--- src/rtl/calc_display_pkg.sv ---
// Shared definitions for the calculator display path: FSM encoding and BCD constants.
package calc_display_pkg;

  localparam int unsigned BCD_W    = 4;
  localparam logic [3:0]  BCD_NINE = 4'h9;

  localparam logic [1:0] ST_IDLE  = 2'd0;
  localparam logic [1:0] ST_SHIFT = 2'd1;
  localparam logic [1:0] ST_DONE  = 2'd2;

  // Largest value representable with the given number of decimal digits.
  function automatic longint unsigned max_dec(input int unsigned digits);
    longint unsigned r;
    r = 64'd1;
    for (int unsigned i = 0; i < digits; i++) r = r * 64'd10;
    return r - 64'd1;
  endfunction

endpackage

--- src/rtl/bcd_add3_cell.sv ---
// Double-dabble nibble correction: adds 3 to a BCD digit of 5 or more before the shift.
module bcd_add3_cell
  import calc_display_pkg::*;
(
  input  logic [BCD_W-1:0] nib,
  output logic [BCD_W-1:0] nib_adj_c
);

  always_comb begin
    nib_adj_c = nib;
    if (nib >= 4'd5) nib_adj_c = nib + 4'd3;
  end

endmodule

--- src/rtl/bcd_convert_seq.sv ---
// Sequential shift-and-add-3 binary-to-BCD converter with sign, overflow and
// leading-zero blanking outputs for the HEX display chain.
module bcd_convert_seq
  import calc_display_pkg::*;
#(
  parameter int unsigned WIDTH  = 20,
  parameter int unsigned DIGITS = 6,
  parameter bit          SIGNED = 1'b1
) (
  input  logic                    clk,
  input  logic                    reset,
  input  logic                    start,
  input  logic [WIDTH-1:0]        value,
  output logic                    busy,
  output logic                    done,
  output logic [BCD_W*DIGITS-1:0] bcd,
  output logic                    neg,
  output logic                    ovf,
  output logic [DIGITS-1:0]       blank
);

  localparam int unsigned SCR_W = BCD_W * (DIGITS + 1);
  localparam int unsigned CNT_W = $clog2(WIDTH + 1);
  localparam logic [DIGITS-1:0] BLANK_RST = ~DIGITS'(1);

  logic [1:0]              state_q, state_d;
  logic [WIDTH-1:0]        mag_q, mag_d;
  logic [SCR_W-1:0]        scr_q, scr_d;
  logic [CNT_W-1:0]        cnt_q, cnt_d;
  logic                    sign_q, sign_d;
  logic                    busy_q, busy_d;
  logic                    done_q, done_d;
  logic [BCD_W*DIGITS-1:0] bcd_q, bcd_d;
  logic                    neg_q, neg_d;
  logic                    ovf_q, ovf_d;
  logic [DIGITS-1:0]       blank_q, blank_d;

  logic [SCR_W-1:0]  corr;
  logic [DIGITS-1:0] blank_c;
  logic              zero_run;
  logic              top_nz;
  logic              value_neg;

  // One correction cell per scratch digit, including the overflow digit.
  for (genvar g = 0; g < DIGITS + 1; g++) begin : g_cell
    bcd_add3_cell u_cell (
      .nib       (scr_q[g*BCD_W +: BCD_W]),
      .nib_adj_c (corr[g*BCD_W +: BCD_W])
    );
  end

  assign top_nz    = |scr_q[SCR_W-1 -: BCD_W];
  assign value_neg = SIGNED && value[WIDTH-1];

  // Digit i is blanked when it and every digit above it are zero.
  always_comb begin
    blank_c  = '0;
    zero_run = 1'b1;
    for (int i = int'(DIGITS) - 1; i >= 1; i--) begin
      zero_run   = zero_run && (scr_q[BCD_W*i +: BCD_W] == 4'd0);
      blank_c[i] = zero_run && !top_nz;
    end
  end

  always_comb begin
    state_d = state_q;
    mag_d   = mag_q;
    scr_d   = scr_q;
    cnt_d   = cnt_q;
    sign_d  = sign_q;
    busy_d  = busy_q;
    done_d  = 1'b0;
    bcd_d   = bcd_q;
    neg_d   = neg_q;
    ovf_d   = ovf_q;
    blank_d = blank_q;
    case (state_q)
      ST_IDLE: begin
        // busy_q is still high in the done cycle, which blocks a start there.
        busy_d = 1'b0;
        if (start && !busy_q) begin
          state_d = ST_SHIFT;
          busy_d  = 1'b1;
          mag_d   = value_neg ? (~value + WIDTH'(1)) : value;
          sign_d  = value_neg;
          scr_d   = '0;
          cnt_d   = CNT_W'(WIDTH);
        end
      end
      ST_SHIFT: begin
        scr_d = {corr[SCR_W-2:0], mag_q[WIDTH-1]};
        mag_d = {mag_q[WIDTH-2:0], 1'b0};
        cnt_d = cnt_q - CNT_W'(1);
        if (cnt_q == CNT_W'(1)) state_d = ST_DONE;
      end
      ST_DONE: begin
        state_d = ST_IDLE;
        done_d  = 1'b1;
        busy_d  = 1'b1;
        ovf_d   = top_nz;
        bcd_d   = top_nz ? {DIGITS{BCD_NINE}} : scr_q[BCD_W*DIGITS-1:0];
        neg_d   = sign_q;
        blank_d = blank_c;
      end
      default: state_d = ST_IDLE;
    endcase
  end

  always_ff @(posedge clk) begin
    if (reset) begin
      state_q <= ST_IDLE;
      mag_q   <= '0;
      scr_q   <= '0;
      cnt_q   <= '0;
      sign_q  <= 1'b0;
      busy_q  <= 1'b0;
      done_q  <= 1'b0;
      bcd_q   <= '0;
      neg_q   <= 1'b0;
      ovf_q   <= 1'b0;
      blank_q <= BLANK_RST;
    end else begin
      state_q <= state_d;
      mag_q   <= mag_d;
      scr_q   <= scr_d;
      cnt_q   <= cnt_d;
      sign_q  <= sign_d;
      busy_q  <= busy_d;
      done_q  <= done_d;
      bcd_q   <= bcd_d;
      neg_q   <= neg_d;
      ovf_q   <= ovf_d;
      blank_q <= blank_d;
    end
  end

  assign busy  = busy_q;
  assign done  = done_q;
  assign bcd   = bcd_q;
  assign neg   = neg_q;
  assign ovf   = ovf_q;
  assign blank = blank_q;

endmodule

--- config.mk ---
export PLATFORM = sky130hd
export DESIGN_NAME = bcd_convert_seq
export DESIGN_NICKNAME = d
export VERILOG_FILES = /design/src/rtl/calc_display_pkg.sv /design/src/rtl/bcd_add3_cell.sv /design/src/rtl/bcd_convert_seq.sv
export SDC_FILE = /design/constraint.sdc
export NUM_CORES = 1
export LEC_CHECK = 0
export BUFFER_PORTS_ARGS = -buffer_cell sky130_fd_sc_hd__buf_4
export CORE_MARGIN = 8
export CORE_UTILIZATION = 50
export DETAILED_ROUTE_END_ITERATION = 7
export PLACE_DENSITY = 0.71
export REMOVE_ABC_BUFFERS = 1
export SKIP_LAST_GASP = 1
export SLEW_MARGIN = 20
export SYNTH_ARGS = -nofsm -noshare
export SYNTH_HDL_FRONTEND = slang
export SYNTH_SLANG_ARGS = --single-unit
--- constraint.sdc ---
create_clock -name clk -period 2.45 [get_ports clk]
set_input_delay 0.245 -clock clk [delete_from_list [all_inputs] [get_ports clk]]
set_output_delay 0.245 -clock clk [all_outputs]
set_load 0.01 [all_outputs]
Yosys cells after proc, flatten, opt, wreduce, memory -nomap -nowiden
Cells that the tools add are included.

word-level totals
  bits in registers = 89
  input bits = 23
  output and inout bits = 34
  word-level logic and storage cells = 78

cells by class
  $add $sub $neg = 9
  order comparisons = 7
  equal/unequal tests = 5
  mux-type cells = 21
  bitwise logic cells = 1
  reductions and logical operators = 24

operator list
  cell                   number
  $pmux 28 s2            1
  $mux 20                2
  $pmux 20 s2            1
  $ge 4x3->1 const B     7
  $mux 28                1
  $add 4x2->4 const B    6
  $mux 24                1
  $mux 4                 6
  $add 20x1->20 const B  1
  $logic_not 4->1        5
  $not 20->20            1
  $logic_and 1x1->1      10
  $pmux 5 s2             1
  $reduce_and 2->1       3
  $eq 5x1->1 const B     1
  $mux 5                 1
  $sub 5x1->5 const B    1
  $mux 2                 2
  $ne 2x2->1 const B     2
  $pmux 2 s2             1
  $reduce_bool 2->1      2
  $reduce_or 4->1        1
  $add 3x2->3 const B    1
  $mux 3                 1
  other kinds (6)        8

Logic depth before layout (Yosys ltp)
Gate-level depths: netlist (run 1).

  word-level depth = 6
  mapped depth = 8
  mapped depth without buffers = 7

Modules after synthesis
From an unflattened synthesis (run 1), not the netlist that was laid out.

second synthesis, totals
  cells, all modules = 500
  area, all modules = 4270.3 sq um

by module, submodules not included
  module           instances  cells each  area each (sq um)  sequential area each (sq um)
  bcd_convert_seq  1          388         3560.9             1781.7
  bcd_add3_cell    7          16          101.3              0.0

Worst setup path after synthesis (run 1)
OpenSTA, ideal clock, no wires.

  path kind = input to register
  start = input port value[11]
  end = register mag_q[18]
  library setup time = 132 ps
  arrival time = 1583 ps
  required time = 2318 ps
  slack = 735 ps
  stages on the path = 5
  path buffers = 0
  cell sequence = or3_4 > or4_4 > nor4_4 > mux2i_1 > o32ai_1

on the way
  word-level cells in the longest chain between the ends = 5

RTL lines
  element               line                    text
  start, declared       bcd_convert_seq.sv:13   input logic [WIDTH-1:0] value,
  $not 20->20           bcd_convert_seq.sv:84   mag_d = value_neg ? (~value + WIDTH'(1)) : value;
  $add 20x1->20         bcd_convert_seq.sv:84
  $mux 20               bcd_convert_seq.sv:84
  $mux 20               bcd_convert_seq.sv:81   if (start && !busy_q) begin
  $pmux 20 s2           bcd_convert_seq.sv:77   case (state_q)
  end signal, assigned  bcd_convert_seq.sv:124  mag_q <= mag_d;
  end, declared         bcd_convert_seq.sv:27   logic [WIDTH-1:0] mag_q, mag_d;

No other way between the ends. The select of a mux whose other input is x is not followed.
A chain may end at the register's enable or synchronous reset.

Final worst setup path (run 1)
  start = register state_q[0]
  end = register cnt_q[4]

on the way
  word-level cells in the longest chain between the ends = 3
  elaborated cells between the ends (all ways) = 6
  those cells by class = eq/ne: 2; mux: 1; reduce/logical: 3

RTL lines
  element                                                    line                    text
  start, declared                                            bcd_convert_seq.sv:26   logic [1:0] state_q, state_d;
  start signal, assigned                                     bcd_convert_seq.sv:123  state_q <= state_d;
  $eq 2x1->1 or $logic_not 2->1 (tied branches)              bcd_convert_seq.sv:77
  $reduce_bool 2->1 (no line) or $ne 2x2->1 (tied branches)  -
  $reduce_and 2->1 (no line)                                 -
  end signal, assigned                                       bcd_convert_seq.sv:126  cnt_q <= cnt_d;
  end, declared                                              bcd_convert_seq.sv:29   logic [CNT_W-1:0] cnt_q, cnt_d;

Several ways; a longest one is shown, not always the timed one.

==> results of run 1 <==
## final timing paths
check	start	to	slack (ns)	depth (start not counted)
min reg2reg	sign_q	sign_q	0.46	2
max reg2reg	state_q[0]	cnt_q[4]	0.75	5
min	value[13]	mag_q[13]	0.18	3
max	state_q[0]	cnt_q[4]	0.75	5
## registers in the layout, indices dropped and copies added (netlist names)
register and cells:
scr_q 28, bcd 24, mag_q 20, blank 5, cnt_q 5, state_q 2, busy 1, done 1
neg 1, ovf 1, sign_q 1
## area by class of cell
cell class,instances,area share [%]
timing repair buffer,67,10.29
tap,108,2.697
inverter,20,1.499
clock inverter,5,1.124
multi-input combinational,363,46.20
sequential,89,35.56
clock buffer,11,2.622
## logic make-up (layout without fill, tap and decap cells)
family | count (synthesis) | count (layout) | share of synthesized area (%)
fa+ha+maj | 22 | 22 | 6.401
simple gates | 171 | 171 | 19.52
flops | 89 | 89 | 41.43
other cells | 1 | 1 | 0.08720
buf+inv | 54 | 103 | 4.888
xor+xnor | 24 | 24 | 4.888
compound gates | 138 | 138 | 21.15
mux | 7 | 7 | 1.629
## synthesized netlist by cell type, drive strengths merged, types with 2 or more instances
cell and n:
mux2i 7, inv 20, nor4 4, dfxtp 89, nand2 25, o21ai 21, and3 4, o22ai 10
nor2 70, nand2b 17, a222oi 5, or3 3, clkbuf 26, a31oi 4, a22oi 36, xor2 9
buf 8, a21oi 32, o41ai 2, ha 22, nand3 13, o211ai 5, or4 3, xnor2 15
nor3 23, nor2b 4, a211oi 7, o31ai 7
## cells in the final DEF, fill, tap and decap left out, types with 2 or more instances in the layout
| cell | count |
|---|---|
| nand2b_1 | 17 |
| nor4_1 | 2 |
| nand2_1 | 25 |
| or4_1 | 2 |
| nor3_1 | 23 |
| and3_1 | 4 |
| nor2_1 | 70 |
| o21ai_0 | 21 |
| a31oi_1 | 4 |
| clkbuf_8 | 9 |
| ha_1 | 22 |
| a21oi_1 | 32 |
| clkbuf_1 | 2 |
| xnor2_1 | 15 |
| o22ai_1 | 10 |
| xor2_1 | 9 |
| mux2i_1 | 7 |
| a211oi_1 | 7 |
| clkinv_2 | 2 |
| o31ai_1 | 7 |
| inv_1 | 20 |
| or3_1 | 2 |
| nand3_1 | 13 |
| nor2b_1 | 3 |
| a22oi_1 | 36 |
| nor4_4 | 2 |
| o41ai_1 | 2 |
| o211ai_1 | 5 |
| buf_4 | 66 |
| dfxtp_1 | 89 |
| a222oi_1 | 5 |
## routing by layer
layer  up-vias  routed length, microns
met4         0                     157
met1      1720                    4585
li1       1890                       -
met3        14                     624
met5         -                       0
met2        83                    4369
## worst max-delay path, delay by kind of cell, from the launching register on
family / cells / cell delay [ns]
AO/OA/AOI/OAI: 1 / 0.08
XOR/XNOR: 1 / 0.14
flip-flops: 1 / 0.46
AND/OR/NAND/NOR: 3 / 0.90
## power by group
part / switching [mW] / leakage [nW] / total (mW) / internal, mW
Sequential: 0.0483 / 0.721 / 1.57 / 1.52
Combinational: 0.298 / 1.12 / 0.485 / 0.188
Clock: 0.510 / 0.0933 / 0.981 / 0.471
Total: 0.856 / 1.93 / 3.03 / 2.18
==> results.txt, run 1 <==
Max Root-Sink Buffers = 2
P per Cell Area = 605.6 nW/um^2
CORE AREA = 8551 sq um
Vias = 3707
Share of cells above drive strength 1 = 15.86%
Hold buffer count at cts = 0
Placed insts = 647
Post-DP Area = 4822 sq um
Final HPWL DP = 6883 microns
Max-cap viol count = 0
Ant diodes = 0
Final Cell Area = 5010 sq um
Max incr delay on CP = 0.54 ns
Area leader, netlist = dfxtp_1
Hold Path Class = input pin to flip-flop
Post-route DRC violation count = 0
Slew Viols, Final = 0
First-pass GRT wire length = 16720 microns
Largest net degree at the start of global routing = 44
Grt peak-use layer = met2
CP Capture Type = flip-flop
Pre-CTS setup slack = 0.5555 ns
Clock Skews = 0.01068 ns
CP Launch Type = flip-flop
CTS tree = yes
Hold slack = 0.1788 ns
Worst Path Required = 2.68 ns
CP cell instances = nor2b_2, nand2_1, nor3_1, xnor2_1, a21oi_1
Grt met2 use = 27.55%
Slowest cell on the critical path = nor2b_2
M3 GR Usage = 3.842%
Setup TNS = 0 ns
Drt total wl = 9736 microns
Starting density of the core = 50.29%
Clk pin slew, worst setup/hold paths = 0.09 ns
Arr. time, crit path = 1.93 ns
Area occupied by multi-input gates = 2315 sq um
P&R area growth vs syn = 16.50%
Mapped cell area = 4300 sq um
Final setup vio count = 0
Post_cts resized = 0
Top_reg_cell synth = dfxtp_1
1st-pass router iterations = 4
Count of cell types in the netlist = 48
Setup bufs post-CTS = 0
Inserted Clock Buffers = 9
CTS root buf = clkbuf_8
Average wire per standard cell = 14.68 microns
Number of flops mapped to enable cells by yosys = 0
Setup repair after global routing missed its margin = false
Syn_area_per_cell = 8.499 sq um
Vias in the first global route = 3640
Run status = completed
Peak VDD IR = 0.0003134 V
Worst-Skew Late Latency = 0.36 ns
Leak = 1.934 nW
Fin crit share = 69.23%
H-tree depth = 3
Synth top area cells = dfxtp_1 (41%), ha_1 (6.4%), a22oi_1 (6.3%), nor2_1 (6.1%), a21oi_1 (3.7%)
Rows = 34
Chip Width = 108.7 microns
Sequential area share after synthesis = 41.43%
Worst-margin pin slew = 0.5487 ns
Total grt overflow = 0
ANT nets after route = 0
RePlAce Congestion = 0.8412
Syn Inst Count = 506
Initial antenna violation count = 0
Grt met1 use = 21.49%
Tot Pwr = 3.034 mW
Critical path class = flip-flop to flip-flop
Fin crit period = 1.696 ns
Fmax = 0.5895 GHz
Die area = 11820 sq um
Final hold vios = 0
Die H = 108.7 microns
Initial DRC count = 178
Number of placed I/O pins = 57
Post-synthesis register bit count = 89
GRT Total Usage = 17.07%
Max-Slew Margin vs Limit = 63.25%
Final Net Count = 595
Port bufs = 55
Share of the synthesized area in the top cell type = 41.43%
Fin util = 58.59%
YS warnings = 0
Clock sink count = 89
Filler cells = 789
Vias per inst = 5.591
Fin worst setup slack = 0.7538 ns
Ys async rst share = 0%
Maximum fanout along the worst path = 9
Post-route insts no fill = 663
Reg area = 1782 sq um
Note: power is estimated with default switching activity, not from simulation.
==> run 2: changes to the inputs <==
- clock period: 2.45 -> 1.7 ns (I/O delays scaled with it)
==> run 2 against run 1 <==
Power up 51%. Die area unchanged. Cell area up 3.6%. Core utilization up 2.1 points. Cell count up 2.1%. Register-to-register slack worse by 0.62 ns. Critical path depth up 2. Worst setup slack worse by 0.62 ns. Fmax up 8.5%. Via count up 3.2%. Clock skew down 0.00071 ns. Largest cell class unchanged.
==> results.txt, run 2 (synthesis gave the netlist of run 1 again) <==
Total grt overflow = 0
RR Startpoint = scr_q[17]
Setup repair after global routing missed its margin = false
Largest Register = scr_q
Max incr delay on CP = 0.42 ns
CP Launch Type = flip-flop
Psw = 1.268 mW
Inserted Clock Buffers = 9
Final setup vio count = 0
Fin crit share = 91.99%
First-pass GRT wire length = 17060 microns
Die area = 11820 sq um
Drt total wl = 10170 microns
Largest net degree at the start of global routing = 75
Die H = 108.7 microns
1st-pass router iterations = 5
Worst Path Required = 1.99 ns
Number of placed I/O pins = 57
Final HPWL DP = 7295 microns
Clock sink count = 89
P per Cell Area = 884.8 nW/um^2
Reg-to-reg slack, setup = 0.14 ns
Final hold vios = 0
Power Internal = 3.327 mW
Ant diodes = 0
CP cell instances = inv_1, ha_1, nand2b_1, a21oi_2, mux2i_1, a22oi_1, nor2_1
Worst path buffer plus inverter count = 1
Slew Viols, Final = 0
Post-DP Area = 4952 sq um
Fmax = 0.6394 GHz
Worst r2r dst = scr_q[18]
Port bufs = 55
ANT nets after route = 0
H-tree depth = 3
GRT Total Usage = 17.62%
Setup TNS = 0 ns
Clk pin slew, worst setup/hold paths = 0.08 ns
Most frequent cells in the layout = dfxtp_1 (88), buf_4 (77), nor2_1 (70)
Run status = completed
Crit path from = scr_q[17]
Max Root-Sink Buffers = 2
Chip Width = 108.7 microns
Critical Path End = scr_q[18]
Critical path class = flip-flop to flip-flop
RePlAce Congestion = 0.8416
Sw Share = 27.59%
Clk network pwr share = 34.5%
Hold Crit Start = value[0]
Initial DRC count = 155
P&R area growth vs syn = 20.74%
CP top delay family = flip-flops
Gate power share = 16.2%
Post-route DRC violation count = 0
Hold buffer count at cts = 0
CTS tree = yes
Starting density of the core = 50.29%
Rows = 34
Average wire per standard cell = 15.02 microns
Clock Skews = 0.009964 ns
CORE AREA = 8551 sq um
Arr. time, crit path = 1.86 ns
Max-cap viol count = 0
Peak VDD IR = 0.0004477 V
Most common cell after layout, fill and taps aside = dfxtp_1
Final Cell Area = 5192 sq um
Maximum fanout along the worst path = 5
Worst r2r path cells = 7
Leak = 2.025 nW
CP Capture Type = flip-flop
Vias in the first global route = 3691
Register share of total power = 49.2%
Slowest cell on the critical path = dfxtp_1
Final Net Count = 609
Share of cells above drive strength 1 = 18.98%
Vias per inst = 5.651
CP Depth = 7
Vias = 3826
Worst-Skew Late Latency = 0.35 ns
Hold Path Class = input pin to flip-flop
CTS root buf = clkbuf_8
Initial antenna violation count = 0
Fin crit period = 1.564 ns
Max FFs per register = 28
Hold slack = 0.1067 ns
==> run 2: cell type report <==
type | count | area (sq um)
fillers | 768 | 3358
flip-flops and latches | 89 | 1783
well taps | 108 | 135.1
clock buffers | 10 | 127.6
repair buffers | 81 | 649.4
clock inverters | 6 | 92.59
multi-input cells | 363 | 2330
inverters | 20 | 75.07
==> run 2: worst reg2reg max path, stage by stage (launching register included) <==
cell and delay (ns):
dfxtp_1 0.42, inv_1 0.12, ha_1 0.18, nand2b_1 0.15
a21oi_2 0.23, mux2i_1 0.22, a22oi_1 0.09, nor2_1 0.09
==> run 2: what timing repair did <==
| item | CTS | global route |
|---|---|---|
| buffers inserted | 0 | 0 |
| gates resized for setup | 0 | 6 |
| endpoints found under the setup margin | 0 | 24 |
==> run 2: worst min path at each step <==
stage / to / slack, ns / cells past startpoint
floorplan: cnt_q[2] / 0.24 / 1
global placement: neg / 0.44 / 2
detailed placement: neg / 0.46 / 2
CTS: mag_q[0] / 0.09 / 3
global route: mag_q[0] / 0.12 / 3
finish: mag_q[0] / 0.11 / 3
==> run 2: power by group through the flow <==
stage,Sequential (mW),Combinational (mW),Clock [mW]
after CTS,2.26,0.750,1.62
after detailed placement,2.31,0.750,0
after floorplan,2.30,0.394,0
final,2.26,0.745,1.59
after global routing,2.28,0.837,1.70
after global placement,2.30,0.736,0
==> run 2: stage by stage <==
| stage | cells | util [%] | power, mW | setup slack [ns] |
|---|---|---|---|---|
| final | 677 | 60.73 | 4.594 | 0.1361 |
| after global routing | 677 | 60.73 | 4.809 | 0.02011 |
| after CTS | 677 | 60.49 | 4.632 | 0.05103 |
| after detailed placement | 661 | 57.92 | 3.059 | -0.09632 |
| after global placement | 661 | 57.92 | 3.040 | -0.06405 |
| after floorplan | 472 | - | 2.691 | -1.074 |
==> run 2: routing by layer <==
layer	vias to the layer above	share of wire [%]	wire (microns)	GRT usage, %
met4	0	1.5	155	7.429
met2	104	48	4851	29.60
met5	-	0	0	0
met3	12	5.6	565	2.719
met1	1791	45	4595	22.02
li1	1919	-	-	-
